$ cat src/rtl/ste_snd_pkg.sv
// ste_snd_pkg
// Shared constants for the STE DMA sound fetch engine: register word
// indices of the $FF89xx sound window, control bit positions, byte-lane
// selects for the 24-bit address registers and the FSM state encoding.
package ste_snd_pkg;

    // Register word indices (A[6:1])
    localparam logic [5:0] SND_CTRL    = 6'h00;
    localparam logic [5:0] SND_START_H = 6'h01;
    localparam logic [5:0] SND_START_M = 6'h02;
    localparam logic [5:0] SND_START_L = 6'h03;
    localparam logic [5:0] SND_CNT_H   = 6'h04;
    localparam logic [5:0] SND_CNT_M   = 6'h05;
    localparam logic [5:0] SND_CNT_L   = 6'h06;
    localparam logic [5:0] SND_END_H   = 6'h07;
    localparam logic [5:0] SND_END_M   = 6'h08;
    localparam logic [5:0] SND_END_L   = 6'h09;

    // Control register bit positions
    localparam int CTRL_PLAY = 0;
    localparam int CTRL_LOOP = 1;

    // Byte lanes of a 24-bit address register
    localparam logic [1:0] SEL_HI  = 2'd0;
    localparam logic [1:0] SEL_MID = 2'd1;
    localparam logic [1:0] SEL_LO  = 2'd2;

    // Fetch FSM states
    localparam logic [2:0] S_IDLE      = 3'd0;
    localparam logic [2:0] S_CHECK     = 3'd1;
    localparam logic [2:0] S_REQ       = 3'd2;
    localparam logic [2:0] S_LOAD      = 3'd3;
    localparam logic [2:0] S_HOLD      = 3'd4;
    localparam logic [2:0] S_FRAME_END = 3'd5;

    // Extract one byte lane of a 24-bit address for register reads
    function automatic logic [7:0] pickByte(input logic [23:0] value, input logic [1:0] sel);
        case (sel)
            SEL_HI:  pickByte = value[23:16];
            SEL_MID: pickByte = value[15:8];
            default: pickByte = value[7:0];
        endcase
    endfunction

endpackage

$ cat src/rtl/ste_snd_dma_if.sv
// ste_snd_dma_if
// Bundles the CPU register port, the memory-slot handshake toward the MCU
// arbiter, the FIFO load strobe and the MFP status lines.
//   slave  : the DMA sound engine side
//   master : the system side (CPU, arbiter, shifter FIFO, MFP)
interface ste_snd_dma_if #(
    parameter int ADDR_W = 23
);
    logic              CS;
    logic              RW;
    logic [5:0]        A;
    logic [7:0]        DIN;
    logic [15:0]       DOUT;
    logic              SREQ;
    logic              MREQ;
    logic [ADDR_W-1:0] ADDR;
    logic              SGNT;
    logic              SLOAD_N;
    logic              XSINT;
    logic              SACTIVE;

    modport slave (
        input  CS, RW, A, DIN, SREQ, SGNT,
        output DOUT, MREQ, ADDR, SLOAD_N, XSINT, SACTIVE
    );

    modport master (
        output CS, RW, A, DIN, SREQ, SGNT,
        input  DOUT, MREQ, ADDR, SLOAD_N, XSINT, SACTIVE
    );
endinterface

$ cat src/rtl/snd_addr_regs.sv
// snd_addr_regs
// 24-bit address register written one byte lane at a time, with bit 0
// forced to zero (word aligned), plus a shadow copy captured at frame start
// so CPU writes during a frame only affect the next frame.
//   clk, rst  : clock, async active-high reset
//   i_we      : write strobe for the lane selected by i_sel
//   i_sel     : byte lane (hi/mid/lo)
//   i_din     : write data
//   i_load    : copy the live value into the shadow
//   o_value   : live value (CPU visible)
//   o_shadow  : value used by the running frame
module snd_addr_regs
    import ste_snd_pkg::*;
(
    input  logic        clk,
    input  logic        rst,
    input  logic        i_we,
    input  logic [1:0]  i_sel,
    input  logic [7:0]  i_din,
    input  logic        i_load,
    output logic [23:0] o_value,
    output logic [23:0] o_shadow
);

    logic [23:0] r_value;
    logic [23:0] r_shadow;

    always_ff @(posedge clk or posedge rst) begin
        if (rst) begin
            r_value  <= '0;
            r_shadow <= '0;
        end else begin
            if (i_we) begin
                case (i_sel)
                    SEL_HI:  r_value[23:16] <= i_din;
                    SEL_MID: r_value[15:8]  <= i_din;
                    default: r_value[7:0]   <= {i_din[7:1], 1'b0};
                endcase
            end
            if (i_load) begin
                r_shadow <= r_value;
            end
        end
    end

    assign o_value  = r_value;
    assign o_shadow = r_shadow;

endmodule

$ cat src/rtl/ste_snd_dma.sv
// ste_snd_dma
// STE DMA sound fetch engine. Holds the control, start, end and counter
// registers of the $FF89xx window and fetches one word per memory slot
// whenever the shifter FIFO has room.
//   clk32   : system clock
//   reset   : async active-high reset
//   bus     : register port, MREQ/ADDR/SGNT slot handshake, SLOAD_N FIFO
//             strobe, XSINT end-of-frame pulse, SACTIVE playing level
module ste_snd_dma
    import ste_snd_pkg::*;
#(
    parameter int ADDR_W  = 23,
    parameter int HOLDOFF = 2
) (
    input  logic         clk32,
    input  logic         reset,
    ste_snd_dma_if.slave bus
);

    localparam int HOLD_W = (HOLDOFF > 1) ? $clog2(HOLDOFF) : 1;
    localparam logic [HOLD_W-1:0] HOLD_INIT = HOLD_W'((HOLDOFF > 0) ? HOLDOFF - 1 : 0);

    logic [2:0]        r_state;
    logic              r_play;
    logic              r_loop;
    logic [23:0]       r_counter;
    logic [HOLD_W-1:0] r_hold;

    logic [2:0]  w_next;
    logic        w_wrCtrl;
    logic        w_wrStart;
    logic        w_wrEnd;
    logic [1:0]  w_sel;
    logic [7:0]  w_rdByte;
    logic [23:0] w_start;
    logic [23:0] w_startSh;
    logic [23:0] w_end;
    logic [23:0] w_endSh;
    logic        w_mreq;
    logic        w_restart;
    logic        w_frameLoad;
    logic        w_clearPlay;

    // Write decode: counter indices are read-only and simply ignored
    always_comb begin
        w_wrCtrl  = 1'b0;
        w_wrStart = 1'b0;
        w_wrEnd   = 1'b0;
        w_sel     = SEL_HI;
        if (bus.CS && !bus.RW) begin
            case (bus.A)
                SND_CTRL:    w_wrCtrl = 1'b1;
                SND_START_H: begin w_wrStart = 1'b1; w_sel = SEL_HI;  end
                SND_START_M: begin w_wrStart = 1'b1; w_sel = SEL_MID; end
                SND_START_L: begin w_wrStart = 1'b1; w_sel = SEL_LO;  end
                SND_END_H:   begin w_wrEnd   = 1'b1; w_sel = SEL_HI;  end
                SND_END_M:   begin w_wrEnd   = 1'b1; w_sel = SEL_MID; end
                SND_END_L:   begin w_wrEnd   = 1'b1; w_sel = SEL_LO;  end
                default:     ;
            endcase
        end
    end

    snd_addr_regs u_start (
        .clk      (clk32),
        .rst      (reset),
        .i_we     (w_wrStart),
        .i_sel    (w_sel),
        .i_din    (bus.DIN),
        .i_load   (w_frameLoad),
        .o_value  (w_start),
        .o_shadow (w_startSh)
    );

    snd_addr_regs u_end (
        .clk      (clk32),
        .rst      (reset),
        .i_we     (w_wrEnd),
        .i_sel    (w_sel),
        .i_din    (bus.DIN),
        .i_load   (w_frameLoad),
        .o_value  (w_end),
        .o_shadow (w_endSh)
    );

    // A frame (re)starts either when play is seen set while idle (idle is
    // only ever entered with play cleared, so this is the 0->1 edge) or on a
    // loop restart of a non-empty frame; both reload shadows and counter.
    assign w_restart   = (r_state == S_FRAME_END) && r_play && r_loop && (w_startSh < w_endSh);
    assign w_frameLoad = ((r_state == S_IDLE) && r_play) || w_restart;
    assign w_clearPlay = (r_state == S_FRAME_END) && !w_restart;

    // Requests are only raised while the FIFO has room and play is still set,
    // so an abort write drops MREQ in the very next cycle.
    assign w_mreq = (r_state == S_REQ) && bus.SREQ && r_play;

    // Next-state logic; clearing play aborts at each state boundary
    always_comb begin
        w_next = r_state;
        case (r_state)
            S_IDLE: begin
                if (r_play) w_next = S_CHECK;
            end
            S_CHECK: begin
                if (!r_play)                   w_next = S_IDLE;
                else if (r_counter >= w_endSh) w_next = S_FRAME_END;
                else                           w_next = S_REQ;
            end
            S_REQ: begin
                if (!r_play)                  w_next = S_IDLE;
                else if (w_mreq && bus.SGNT)  w_next = S_LOAD;
            end
            S_LOAD: begin
                if (!r_play)          w_next = S_IDLE;
                else if (HOLDOFF == 0) w_next = S_CHECK;
                else                  w_next = S_HOLD;
            end
            S_HOLD: begin
                if (!r_play)          w_next = S_IDLE;
                else if (r_hold == '0) w_next = S_CHECK;
            end
            S_FRAME_END: begin
                w_next = w_restart ? S_CHECK : S_IDLE;
            end
            default: w_next = S_IDLE;
        endcase
    end

    // State, control, counter and holdoff registers. A CPU control write
    // wins over the end-of-frame play clear in the same cycle.
    always_ff @(posedge clk32 or posedge reset) begin
        if (reset) begin
            r_state   <= S_IDLE;
            r_play    <= 1'b0;
            r_loop    <= 1'b0;
            r_counter <= '0;
            r_hold    <= '0;
        end else begin
            r_state <= w_next;
            if (w_wrCtrl) begin
                r_play <= bus.DIN[CTRL_PLAY];
                r_loop <= bus.DIN[CTRL_LOOP];
            end else if (w_clearPlay) begin
                r_play <= 1'b0;
            end
            if (w_frameLoad) begin
                r_counter <= w_start;
            end else if (r_state == S_LOAD) begin
                r_counter <= r_counter + 24'd2;
            end
            if (r_state == S_LOAD) begin
                r_hold <= HOLD_INIT;
            end else if ((r_state == S_HOLD) && (r_hold != '0)) begin
                r_hold <= r_hold - HOLD_W'(1);
            end
        end
    end

    // Combinational register read mux
    always_comb begin
        w_rdByte = 8'h00;
        if (bus.CS && bus.RW) begin
            case (bus.A)
                SND_CTRL:    w_rdByte = {6'b0, r_loop, r_play};
                SND_START_H: w_rdByte = pickByte(w_start, SEL_HI);
                SND_START_M: w_rdByte = pickByte(w_start, SEL_MID);
                SND_START_L: w_rdByte = pickByte(w_start, SEL_LO);
                SND_CNT_H:   w_rdByte = pickByte(r_counter, SEL_HI);
                SND_CNT_M:   w_rdByte = pickByte(r_counter, SEL_MID);
                SND_CNT_L:   w_rdByte = pickByte(r_counter, SEL_LO);
                SND_END_H:   w_rdByte = pickByte(w_end, SEL_HI);
                SND_END_M:   w_rdByte = pickByte(w_end, SEL_MID);
                SND_END_L:   w_rdByte = pickByte(w_end, SEL_LO);
                default:     w_rdByte = 8'h00;
            endcase
        end
    end

    assign bus.DOUT    = {8'h00, w_rdByte};
    assign bus.MREQ    = w_mreq;
    assign bus.ADDR    = w_mreq ? r_counter[ADDR_W:1] : '0;
    assign bus.SLOAD_N = (r_state != S_LOAD);
    assign bus.XSINT   = (r_state == S_FRAME_END);
    assign bus.SACTIVE = r_play;

endmodule

$ cat src/flat_wrapper.sv
// flat-port wrapper written by rule: the top's interface ports become plain ports
module ste_snd_dma_flat import ste_snd_pkg::*;
#(
    parameter int ADDR_W  = 23,
    parameter int HOLDOFF = 2
)
  (clk32, reset, bus_CS, bus_RW, bus_A, bus_DIN, bus_SREQ, bus_SGNT, bus_DOUT, bus_MREQ, bus_ADDR, bus_SLOAD_N, bus_XSINT, bus_SACTIVE);
  ste_snd_dma_if #(.ADDR_W(ADDR_W)) bus_i ();
  input  logic clk32;
  input  logic reset;
  input wire logic [$bits(bus_i.CS)-1:0] bus_CS;
  input wire logic [$bits(bus_i.RW)-1:0] bus_RW;
  input wire logic [$bits(bus_i.A)-1:0] bus_A;
  input wire logic [$bits(bus_i.DIN)-1:0] bus_DIN;
  input wire logic [$bits(bus_i.SREQ)-1:0] bus_SREQ;
  input wire logic [$bits(bus_i.SGNT)-1:0] bus_SGNT;
  output wire logic [$bits(bus_i.DOUT)-1:0] bus_DOUT;
  output wire logic [$bits(bus_i.MREQ)-1:0] bus_MREQ;
  output wire logic [$bits(bus_i.ADDR)-1:0] bus_ADDR;
  output wire logic [$bits(bus_i.SLOAD_N)-1:0] bus_SLOAD_N;
  output wire logic [$bits(bus_i.XSINT)-1:0] bus_XSINT;
  output wire logic [$bits(bus_i.SACTIVE)-1:0] bus_SACTIVE;
  assign bus_i.CS = bus_CS;
  assign bus_i.RW = bus_RW;
  assign bus_i.A = bus_A;
  assign bus_i.DIN = bus_DIN;
  assign bus_i.SREQ = bus_SREQ;
  assign bus_i.SGNT = bus_SGNT;
  assign bus_DOUT = bus_i.DOUT;
  assign bus_MREQ = bus_i.MREQ;
  assign bus_ADDR = bus_i.ADDR;
  assign bus_SLOAD_N = bus_i.SLOAD_N;
  assign bus_XSINT = bus_i.XSINT;
  assign bus_SACTIVE = bus_i.SACTIVE;
  ste_snd_dma #(.ADDR_W(ADDR_W), .HOLDOFF(HOLDOFF)) u_core (.clk32(clk32), .reset(reset), .bus(bus_i));
endmodule
$ cat config.mk
export PLATFORM = sky130hd
export DESIGN_NAME = ste_snd_dma_flat
export DESIGN_NICKNAME = d
export VERILOG_FILES = /design/src/rtl/ste_snd_pkg.sv /design/src/rtl/ste_snd_dma_if.sv /design/src/rtl/snd_addr_regs.sv /design/src/rtl/ste_snd_dma.sv /design/src/flat_wrapper.sv
export SDC_FILE = /design/constraint.sdc
export NUM_CORES = 1
export LEC_CHECK = 0
export BUFFER_PORTS_ARGS = -buffer_cell sky130_fd_sc_hd__buf_4
export CAP_MARGIN = 20
export CELL_PAD_IN_SITES_DETAIL_PLACEMENT = 1
export CELL_PAD_IN_SITES_GLOBAL_PLACEMENT = 2
export CORE_ASPECT_RATIO = 0.6
export CORE_MARGIN = 2
export CORE_UTILIZATION = 39
export DETAILED_ROUTE_END_ITERATION = 7
export PLACE_DENSITY = 0.85
export SLEW_MARGIN = 10
export SYNTH_ARGS = -nofsm -noshare
export SYNTH_HDL_FRONTEND = slang
export SYNTH_SLANG_ARGS = --single-unit
$ cat constraint.sdc
create_clock -name clk32 -period 4.59 [get_ports clk32]
set_input_delay 0.6885 -clock clk32 [delete_from_list [all_inputs] [get_ports clk32]]
set_output_delay 0.6885 -clock clk32 [all_outputs]
set_load 0.02 [all_outputs]
# After elaboration in Yosys (flattened, before gate mapping)
# Cells that the tools add are included.
word_totals:
  reg_bits: 122
  latchBits: 0
  mem_bits_rw: 0
  rom_bits: 0
  inputBits: 20
  out_inout_bits: 43
  word_cells: 96
  mem_count: 0
classes:
  addsub: 2
  n_mul: 0
  div_mod_pow: 0
  order_cmp: 2
  n_eq_ne: 19
  shift: 0
  mux: 27
  bitwise_logic: 1
  n_reduce_logical: 32
ops:
  columns: ["op", "n"]
  rows:
  - ["8-bit case mux with 10 select lines", 1]
  - ["24-bit two-way mux", 2]
  - ["24-bit by 2-bit adder with 24-bit output, second input constant", 1]
  - ["6-bit by 3-bit == test with 1-bit output, second input constant", 4]
  - ["24-bit greater-or-equal comparator", 1]
  - ["24-bit < comparator", 1]
  - ["3-bit two-way mux", 8]
  - ["23-bit two-way mux", 1]
  - ["3-bit case mux with 6 select lines", 1]
  - ["6-bit by 2-bit == test with 1-bit output, second input constant", 2]
  - ["6-bit by 4-bit == test with 1-bit output, second input constant", 2]
  - ["2-bit AND reduction", 6]
  - ["1-bit logical AND", 11]
  - ["1-bit two-way mux", 11]
  - ["8-bit two-way mux", 1]
  - ["3-bit by 2-bit == test with 1-bit output, second input constant", 2]
  - ["3-bit == test, second input constant", 2]
  - ["6-bit by 1-bit == test with 1-bit output, second input constant", 1]
  - ["6-bit logical NOT", 1]
  - ["3-bit != test, second input constant", 2]
  - ["2-bit nonzero test", 3]
  - ["2-bit OR reduction", 3]
  - ["3-bit OR reduction", 2]
  - ["2-bit case mux with 2 select lines", 1]
  - ["12 further kinds", 13]

# Longest topological paths before layout
# Gate-level depths: netlist of run 1.
logic_depth:
  depth_word: 8
  mapped_depth: 11
  depth_no_buf: 9

# Cells and area by module
# A second synthesis of run 1 with hierarchy kept.
unflattened:
  hier_cells: 683
  hier_area_um2: 7214.4
by_module_without_submodules:
  columns: ["mod", "n_inst", "cells_per_inst", "area_each_um2", "seq_area_each_um2"]
  rows:
  - ["ste_snd_dma", 1, 481, 3743.6, 750.7]
  - ["snd_addr_regs", 2, 101, 1735.4, 1151.1]

# Worst setup path before layout of run 1
# Ideal clock, no wire load.
synth_path:
  kind: "input -> output"
  start: "input bus_A[0]"
  end: "output bus_DOUT[6]"
  t_arrival_ns: 2.252
  required_ns: 3.902
  path_slack_ns: 1.650
  path_stages: 5
  path_buffers: 2
  path_cell_list: "buf_2 buf_1 mux4_2 a222oi_1 a21oi_1"
synth_between:
  elab_chain_cells: 3
  elab_cells_between_ends: 12
  cone_classes: "eq/ne (9); mux (2); reduce/logical (1)"
synth_rtl:
  columns: ["element", "line", "rtl"]
  rows:
  - ["start: declaration", "flat_wrapper.sv:13", "input wire logic [$bits(bus_i.A)-1:0] bus_A;"]
  - ["6-bit by 4-bit == test with 1-bit output, or another cell as far along", "ste_snd_dma.sv:163", "case (bus.A)"]
  - ["8-bit case mux with 10 select lines (*)", "ste_snd_dma.sv:163", null]
  - ["8-bit two-way mux (*)", "ste_snd_dma.sv:162", "if (bus.CS && bus.RW) begin"]
  - ["end: declaration", "flat_wrapper.sv:17", "output wire logic [$bits(bus_i.DOUT)-1:0] bus_DOUT;"]
# Mark *: on every way between the ends. The rest lies on a longest branch, timed or not.

# Worst setup path in the final report of run 1
layout_path:
  start: "input bus_A[2]"
  end: "output bus_DOUT[2]"
# Same word-level chain as after synthesis.

==> flow_summary_export.csv, run 1 <==
group,metric,value,unit
status,outcome,"complete, no violations",
final_layout,diodes,0,
synth,synthSimpleGateAreaFrac,14.8,%
synth,synth_fa_ha_area_share,8.39,%
sta,hold_violations,0,
worst_setup_path,r2r_slack,1.49,ns
detailed_routing,drt_iter0_drc,486,
grt,grt_pass1_vias,6012,
detailed_routing,vias,5946,
synth,ys.flop_type,"dfrtp_1",
sta,fin_skew,0.0133,ns
sta,maxSlewViolCount,0,
synth,yosysSeqAreaShare,43.4,%
placed_design,port_buffers,54,
synth,synth_top_area_share,43.4,%
grt,grt_pass1_wl,36800,um
cts,ctsLongestPathBuffers,2,
cts,tritoncts,"built",
sta,slew_headroom,43.7,%
final_layout,fill_cells,1936,
synth,synth_area,0.00698,mm2
worst_setup_path,slowest_stage,"nor3_2",
sta,worst_slew_pin_slew,0.844,ns
synth,yosysUniqueCellTypes,64,
synth,synth_mux_area_share,12.1,%
pwr,power_density,485,mW/mm2
synth,synth_top_cell_by_area,"dfrtp_1",
sta,rsz0062_at_grt,"no",
floorplanning,die_h,108,um
synth,ys_top_cells_by_area,"dfrtp_1 (43%), mux2_2 (9.5%), ha_1 (8.2%), o21ai_0 (5.0%), nand2_1 (4.6%)",
cts,cts_inserted_buffers,17,
worst_setup_path,cp_top_family,"simple AND/OR/NAND/NOR gates",
cts,cts_setup_buffers,0,
worst_setup_path,start_kind,"input pin",
detailed_routing,vias_per_cell,5.99,
detailed_routing,routed_wl,23900,um
run,max_cap_violations,0,
cts,ctsResizeCount,0,
synth,synthArstFlopShare,100,%
detailed_routing,drc,0,
synth,synth_top_family_by_area,"simple AND/OR/NAND/NOR gates",
synth,synth_compound_area_share,14.4,%
worst_setup_path,worstPathMaxFanout,8,
grt,grt_max_degree,63,
final_layout,synthToLayoutAreaGrowth,17.5,%
detailed_routing,firstDrtPassIters,5,
hold_path,hp-class,"in2async",
grt,grt.overflow.total,0,
worst_setup_path,cp_num_buf_inv,2,
pwr,vdd_ir_drop_max,0.264,mV
worst_setup_path,crit_arrival,2.67,ns
sta,fin_crit_sh,73.1,%
synth,synth_xor_area_share,1.00,%
worst_setup_path,cp_cell_sequence,"buf_4 -> nor3_1 -> nand2_1 -> nor3_2 -> a222oi_1 -> a21oi_1 -> buf_4",
cts,root_buffer,"clkbuf_16",
pwr,leakage,0.00376,uW
synth,synth.avg_cell_area,10.0,um2
synth,ys_warn_count,0,
placed_design,routabilityCongestion,0.889,
sta,max_freq,298,MHz
final_layout,final_layout_size_suffix_gt1_share,22.4,%
final_layout,fin_nets,811,
grt,antenna_found_initial,2,
worst_setup_path,critPathRequiredTime,3.90,ns
floorplanning,fp-row-count,37,
floorplanning,initial_core_util,40.3,%
floorplanning,core_area,0.0173,mm2
cts,clock-sinks,121,
cts,cts_htree_levels,4,
cts,cts.reportedPaths.clkPinSlew,0.06,ns
synth,synth_edf_count,0,
sta,setup_slack,1.23,ns
sta,setup_tns,0,ns
worst_setup_path,worstSetupPathType,"in2out",
worst_setup_path,cp-end-kind,"primary output",
detailed_routing,ant_nets,0,
placed_design,place_hpwl,17600,um
floorplanning,dieArea,0.0190,mm2
worst_setup_path,slowest_delay,0.54,ns
synth,synth_cells,698,
synth,synth-seq-cells,121,
grt,grt_usage,26.4,%
floorplanning,num_io_pins,63,
sta,min_period,3.36,ns
floorplanning,die_width,177,um
sta,finalSetupViolCount,0,
detailed_routing,wl_per_cell,24.1,um
cts,clk_latency,0.43,ns
worst_setup_path,path_common_cell,"buf_4",
placed_design,dp_slack,1.41,ns
cts,cts_hold_buf,0,
==> state kept, by name, summed over array words and instances, names as in the netlist <==
signal / count
u_core.r_state: 3
u_core.r_loop: 1
u_core.u_end.o_value: 23
u_core.u_start.o_value: 23
u_core.r_counter: 23
u_core.r_hold: 1
u_core.bus.SACTIVE: 1
u_core.u_end.o_shadow: 23
u_core.u_start.o_shadow: 23
==> layout make-up <==
cell class,instances,area (um2),share of cell area [%]
multi-input cells,500,3580,43.7
flip-flops and latches,121,3030,36.9
repair buffers,62,490,5.98
clock buffers,21,470,5.74
well taps,234,293,3.57
clock inverters,11,169,2.06
inverters,43,164,2.00
==> worst register-to-register path, delay by kind of cell (launching register included) <==
family / cells / cell delay [ns]
buf+inv: 2 / 0.44
flops: 1 / 0.37
compound gates: 7 / 1.91
fa+ha+maj: 1 / 0.27
==> cells in the final DEF, fill, tap and decap left out, types with 7 or more instances in the layout <==
cell type / instances
a221o_1: 8
a21oi_1: 31
inv_1: 40
mux2_2: 59
buf_4: 60
mux2i_1: 7
and2_1: 27
clkbuf_16: 17
ha_1: 46
dfrtp_1: 121
nand4_1: 11
a22oi_1: 7
nand2_1: 85
o21ai_0: 70
conb_1: 8
nand3_1: 21
nor2_1: 27
==> report_power, final <==
| group | switching, uW | leakage [uW] | total (uW) | internal (uW) |
|---|---|---|---|---|
| Combinational | 651 | 0.00180 | 1060 | 408 |
| Clock | 523 | 0.000301 | 1470 | 951 |
| Sequential | 219 | 0.00165 | 1440 | 1230 |
==> synthesized netlist by cell type, drive strengths merged (7+ instances only) <==
cell,number
dfrtp,121
nand2,85
o21ai,77
mux2,59
ha,46
inv,41
a21oi,31
buf,28
nor2,28
and2,27
nand3,21
clkbuf,13
nand4,12
a221o,8
a22oi,7
mux2i,7
==> routing by layer <==
metal	track usage [%]	vias up	wire [um]
met1	40.1	3109	11700
met2	37.6	217	10200
li1	-	2598	-
met4	6.91	0	261
met5	0	-	0
met3	5.76	22	1850
==> final timing paths <==
check                                                start  depth (start not counted)                          to
worst max-delay path                              bus_A[2]                          7                 bus_DOUT[2]
worst min-delay path                                 reset                          2   u_core.u_end.o_shadow[20]
worst max register to register   u_core.u_end.o_shadow[11]                         10        u_core.r_counter[20]
worst min register to register  u_core.u_start.o_shadow[8]                          1  u_core.u_start.o_shadow[8]
max in group asynchronous                            reset                          3        u_core.r_counter[15]
min in group clk32              u_core.u_start.o_shadow[8]                          1  u_core.u_start.o_shadow[8]
==> cells by family (layout without fill, tap and decap cells) <==
group,Yosys count,in the layout
flip-flops,121,121
multiplexers,71,71
AO/OA/AOI/OAI,160,160
adder cells (fa/ha/maj),47,47
buffers and inverters,84,137
XOR/XNOR,8,8
AND/OR/NAND/NOR,206,206
other,1,8
==> stage by stage <==
stage	cell area, um2	hold WS (ns)	power [uW]	instances	utilization [%]
floorplan	7000	0.461	2100	705	-
global placement	7560	0.498	2430	960	43.7
detailed placement	7560	0.505	2500	960	43.7
CTS	8200	0.461	3980	992	47.3
global route	8200	0.489	4160	992	47.3
finish	8200	0.415	3980	992	47.3
No activity file was read; power rests on OpenSTA's default activity.
==> run 2: changes to the inputs <==
==> constraint.sdc (replaced) <==
create_clock -name clk32 -period 3.3 [get_ports clk32]
set_input_delay 0.495 -clock clk32 [delete_from_list [all_inputs] [get_ports clk32]]
set_output_delay 0.495 -clock clk32 [all_outputs]
set_load 0.02 [all_outputs]
==> run 2 against run 1 <==
  * Core utilization increased by 0.36 points
  * Total power increased by 37%
  * Clock-buffer cell count decreased by 4
  * Critical path depth increased by 2
  * Sequential power increased by 38%
  * Final cell count increased by 1.1%
  * Register-to-register slack got worse by 1.3 ns
  * Combinational power increased by 48%
  * Setup slack got worse by 1.0 ns
==> flow_summary_export.csv, run 2 (synthesized netlist as in run 1, its figures left out) <==
group,metric,value,unit
status,outcome,"complete, no violations",
grt,grtUsageMet1,39.2,%
final_layout,final_common_cell,"dfrtp_1",
cts,cts.reportedPaths.clkPinSlew,0.06,ns
sta,max_freq,324,MHz
sta,rsz0062_at_grt,"no",
grt,antenna_found_initial,1,
sta,setup_tns,0,ns
grt,grt_usage,27.0,%
final_layout,fin_area,0.00826,mm2
cts,ctsLongestPathBuffers,2,
final_layout,diodes,0,
sta,min_period,3.08,ns
cts,cts_setup_buffers,0,
grt,busiest_layer,"met2",
detailed_routing,drc,0,
detailed_routing,wl_per_cell,24.6,um
cts,cts_htree_levels,4,
detailed_routing,ant_nets,0,
floorplanning,num_io_pins,63,
pwr,leakage,0.00381,uW
pwr,vdd_ir_drop_max,0.368,mV
sta,finalSetupViolCount,0,
detailed_routing,vias_per_cell,5.97,
final_layout,regArea,0.00303,mm2
sta,fin_skew,0.0113,ns
cts,cts_hold_buf,0,
cts,tritoncts,"built",
final_layout,fill_cells,1967,
pwr,power,5460,uW
worst_setup_path,r2r_slack,0.22,ns
detailed_routing,routed_wl,24700,um
final_layout,layout_common_cells,"dfrtp_1 (121), nand2_1 (85), o21ai_0 (70)",
placed_design,port_buffers,54,
sta,hold_violations,0,
grt,grt_max_degree,51,
cts,clock-sinks,121,
detailed_routing,firstDrtPassIters,5,
sta,slew_headroom,45.5,%
cts,ctsResizeCount,0,
cts,cts_inserted_buffers,17,
floorplanning,die_h,108,um
worst_setup_path,worstSetupPathType,"reg2reg",
detailed_routing,vias,5989,
placed_design,routabilityCongestion,0.959,
worst_setup_path,crit_arrival,3.38,ns
worst_setup_path,cp-end-kind,"flip-flop",
grt,grt_use_met3,7.27,%
grt,grt.overflow.total,0,
detailed_routing,drt_iter0_drc,579,
sta,maxSlewViolCount,0,
cts,root_buffer,"clkbuf_16",
placed_design,place_hpwl,18200,um
grt,grt_pass1_wl,37500,um
grt,grt_pass1_vias,6174,
worst_setup_path,critPathRequiredTime,3.59,ns
grt,grt_use_met2,39.3,%
floorplanning,dieArea,0.0190,mm2
run,max_cap_violations,0,
cts,clk_latency,0.43,ns
placed_design,place_area,0.00764,mm2
floorplanning,core_area,0.0173,mm2
hold_path,hp-class,"in2reg",
sta,fin_hold_ws,0.361,ns
floorplanning,die_width,177,um
final_layout,synthToLayoutAreaGrowth,18.4,%
final_layout,final_layout_size_suffix_gt1_share,23.5,%
sta,fin_crit_sh,93.5,%
sta,worst_slew_pin_slew,0.808,ns
floorplanning,fp-row-count,37,
final_layout,fin_nets,822,
final_layout,multi_input_area,0.00358,mm2
floorplanning,initial_core_util,40.3,%
worst_setup_path,start_kind,"flip-flop",
pwr,power_density,661,mW/mm2
worst_setup_path,worstPathMaxFanout,15,
[run 2: cell count changes in the layout (fill, tap and decap cells not counted), sizes merged, moves of 2 or more]
cell,before,now
clkinv,5,8
clkinvlp,4,2
bufinv,4,2
clkbuf,21,17
buf,62,72
inv,41,46
[run 2: final timing paths]
| path | startpoint | to | cells past startpoint |
|---|---|---|---|
| worst min-delay path | bus_DIN[4] | u_core.u_start.o_value[12] | 2 |
| min in group asynchronous | reset | u_core.u_start.o_value[21] | 3 |
| worst max-delay path | u_core.u_end.o_shadow[11] | u_core.r_counter[7] | 9 |
| worst max register to register | u_core.u_end.o_shadow[11] | u_core.r_counter[7] | 9 |
| max in group asynchronous | reset | u_core.r_counter[9] | 4 |
| worst min register to register | u_core.u_start.o_shadow[9] | u_core.u_start.o_shadow[9] | 1 |
[run 2: report_power, final]
group | total, uW | leakage (uW) | switching (uW) | internal, uW
clock | 1910 | 0.000289 | 779 | 1130
sequential | 1990 | 0.00165 | 284 | 1710
combinational | 1570 | 0.00186 | 973 | 593
[run 2: layer usage]
metal  vias to the layer above  part of all wire [%]  wire length, um
met2                       265                    42            10400
met4                         0                   1.7              415
li1                       2612                     -                -
met3                        36                   9.3             2280
met1                      3076                    47            11500
met5                         -                     0                0
[run 2: metrics by stage]
| step | setup slack, ns | utilization [%] | cells |
|---|---|---|---|
| 6_report | 0.215 | 47.7 | 1003 |
| 5_1_grt | 0.122 | 47.7 | 1003 |
| 4_1_cts | 0.292 | 47.5 | 1001 |
| 3_5_place_dp | 0.375 | 44.1 | 969 |
| 3_3_place_gp | 0.508 | 44.1 | 969 |
| 2_1_floorplan | 0.747 | - | 705 |
[run 2: layout make-up]
type / count / area share, %
tap: 234 / 3.54
multi-input combinational: 500 / 43.4
sequential: 121 / 36.7
clock inverter: 15 / 2.00
timing repair buffer: 73 / 7.27
inverter: 43 / 2.00
clock buffer: 17 / 5.15
[run 2: critical path: stages (launching register included)]
cell	delay, ns
dfrtp_1	0.36
inv_1	0.17
ha_1	0.30
a21oi_1	0.18
o21ai_0	0.32
a221oi_2	0.40
o211ai_2	0.21
o211a_1	0.53
o21ai_0	0.34
o211ai_1	0.14
==> run 3: changes to the inputs <==
--- a/config.mk
+++ b/config.mk
@@ -6,14 +6,13 @@
 export NUM_CORES = 1
 export LEC_CHECK = 0
 export BUFFER_PORTS_ARGS = -buffer_cell sky130_fd_sc_hd__buf_4
-export CAP_MARGIN = 20
 export CELL_PAD_IN_SITES_DETAIL_PLACEMENT = 1
 export CELL_PAD_IN_SITES_GLOBAL_PLACEMENT = 2
 export CORE_ASPECT_RATIO = 0.6
 export CORE_MARGIN = 2
 export CORE_UTILIZATION = 39
 export DETAILED_ROUTE_END_ITERATION = 7
-export PLACE_DENSITY = 0.85
+export PLACE_DENSITY = 0.78
 export SLEW_MARGIN = 10
 export SYNTH_ARGS = -nofsm -noshare
 export SYNTH_HDL_FRONTEND = slang
==> run 3 against run 2 <==
  * Combinational power about the same
  * Setup slack got worse by 0.035 ns
  * Core utilization up 0.22 points
  * Total power increased by 2.7%
  * Non-clock buffer count shrank 1
  * Via count down 0.85%
  * Register-to-register slack worse by 0.03 ns
  * Highest routed layer unchanged
==> flow_summary_export.csv, run 3 (synthesized netlist as in run 1, its figures left out) <==
group,metric,value,unit
status,outcome,"complete, no violations",
worst_setup_path,r2r-end,"u_core.r_counter[6]",
worst_setup_path,start_kind,"flip-flop",
cts,cts_inserted_buffers,17,
floorplanning,initial_core_util,40.3,%
pwr,power_density,676,mW/mm2
cts,ctsLongestPathBuffers,2,
final_layout,layout_common_cells,"dfrtp_1 (121), nand2_1 (85), o21ai_0 (70)",
sta,hold_violations,0,
final_layout,synthToLayoutAreaGrowth,18.9,%
grt,grt_pass1_vias,6152,
cts,clk_latency,0.42,ns
worst_setup_path,worstSetupPathType,"reg2reg",
placed_design,place_area,0.00765,mm2
floorplanning,num_io_pins,63,
sta,rsz0062_at_grt,"no",
pwr,swShare,35.1,%
floorplanning,die_width,177,um
placed_design,port_buffers,54,
detailed_routing,met2_wirelength,10200,um
detailed_routing,firstDrtPassIters,6,
sta,setup_tns,0,ns
cts,tritoncts,"built",
pwr,p_switching,1970,uW
grt,grt.overflow.total,0,
floorplanning,fp-row-count,37,
grt,antenna_found_initial,2,
sta,fin_crit_sh,94.5,%
cts,ctsResizeCount,0,
detailed_routing,drt_iter0_drc,601,
detailed_routing,wl_met1,12600,um
pwr,comb_power_share,27.5,%
cts,cts_setup_buffers,0,
sta,fin_hold_ws,0.249,ns
worst_setup_path,rr_worst_depth,11,
final_layout,final_layout_size_suffix_gt1_share,23.4,%
final_layout,diodes,0,
detailed_routing,wl_per_cell,24.9,um
floorplanning,dieArea,0.0190,mm2
placed_design,place_hpwl,18300,um
pwr,p_clk_share,37.1,%
detailed_routing,vias,5938,
worst_setup_path,r2r_slack,0.18,ns
pwr,vdd_ir_drop_max,0.268,mV
detailed_routing,dr.max_layer_used,"met4",
detailed_routing,ant_nets,0,
detailed_routing,routed_wl,25000,um
floorplanning,core_area,0.0173,mm2
detailed_routing,drc,0,
sta,maxSlewViolCount,0,
cts,cts_hold_buf,0,
worst_setup_path,crit_arrival,3.40,ns
pwr,p_int,3640,uW
pwr,pwr-share-seq,35.5,%
worst_setup_path,worstPathMaxFanout,33,
worst_setup_path,worstReg2RegStart,"u_core.u_end.o_shadow[11]",
cts,clock-sinks,121,
grt,grt_max_degree,122,
detailed_routing,routed-wl-met3,1920,um
floorplanning,die_h,108,um
placed_design,routabilityCongestion,0.866,
pwr,leakage,0.00382,uW
cts,cts.reportedPaths.clkPinSlew,0.06,ns
run,max_cap_violations,0,
worst_setup_path,cp-end-kind,"flip-flop",
grt,grt_usage,27.8,%
sta,fin_skew,0.0146,ns
cts,root_buffer,"clkbuf_16",
detailed_routing,vias_per_cell,5.93,
cts,cts_htree_levels,4,
sta,finalSetupViolCount,0,
sta,worst_slew_pin_slew,0.798,ns
final_layout,fin_nets,821,
sta,max_freq,321,MHz
final_layout,final_common_cell,"dfrtp_1",
sta,slew_headroom,46.6,%
worst_setup_path,critPathRequiredTime,3.58,ns
grt,grt_pass1_wl,38700,um
hold_path,hp-class,"in2async",
sta,min_period,3.12,ns
final_layout,fin_area,0.00830,mm2
run 3: final cells by class:
| cell class | instances | area, um2 |
|---|---|---|
| Sequential cell | 121 | 3030 |
| Inverter | 43 | 165 |
| Multi-Input combinational cell | 500 | 3580 |
| Tap cell | 234 | 293 |
| Timing Repair Buffer | 72 | 578 |
| Clock buffer | 18 | 429 |
| Clock inverter | 14 | 223 |
| Fill cell | 1949 | 9010 |
run 3: critical path, stage by stage (launching register included):
cell,delay [ns]
dfrtp_1,0.35
inv_1,0.12
ha_1,0.28
a21oi_1,0.18
o21ai_0,0.22
a221oi_2,0.35
o211ai_2,0.18
o21ai_4,0.66
buf_12,0.27
buf_4,0.15
nand2_1,0.08
o311ai_0,0.12
run 3: power by group through the flow:
stage	sequential, uW	clock, uW	combinational [uW]
floorplan	1870	0	1050
global placement	2000	0	1450
detailed placement	2000	0	1510
CTS	1980	2100	1530
global route	2020	2170	1700
finish	1990	2080	1540
run 3: how the worst max path moves through the flow:
stage                                            end  cells past startpoint                       from  slack (ns)
after detailed placement  u_core.u_start.o_shadow[1]                      9  u_core.u_end.o_shadow[11]        0.27
after global placement      u_core.u_end.o_shadow[1]                      9  u_core.u_end.o_shadow[11]        0.35
after CTS                   u_core.u_end.o_shadow[1]                      9  u_core.u_end.o_shadow[11]        0.25
after global routing             u_core.r_counter[6]                     11  u_core.u_end.o_shadow[11]        0.03
after floorplan                          bus_DOUT[6]                      5                   bus_A[0]        0.75
final                            u_core.r_counter[6]                     11  u_core.u_end.o_shadow[11]        0.18
run 3: through the flow:
| step | instances | setup slack (ns) | power (uW) | util, % |
|---|---|---|---|---|
| after floorplan | 705 | 0.747 | 2910 | - |
| after detailed placement | 970 | 0.266 | 3510 | 44.2 |
| after global routing | 1002 | 0.0345 | 5890 | 47.9 |
| after CTS | 1002 | 0.252 | 5610 | 47.9 |
| after global placement | 970 | 0.349 | 3440 | 44.2 |
| final | 1002 | 0.181 | 5610 | 47.9 |
run 3: per-layer routing:
layer,vias to the layer above,track usage [%]
li1,2626,-
met1,3082,43.7
met2,211,38.8
met3,19,5.65
met4,0,5.49
met5,-,0
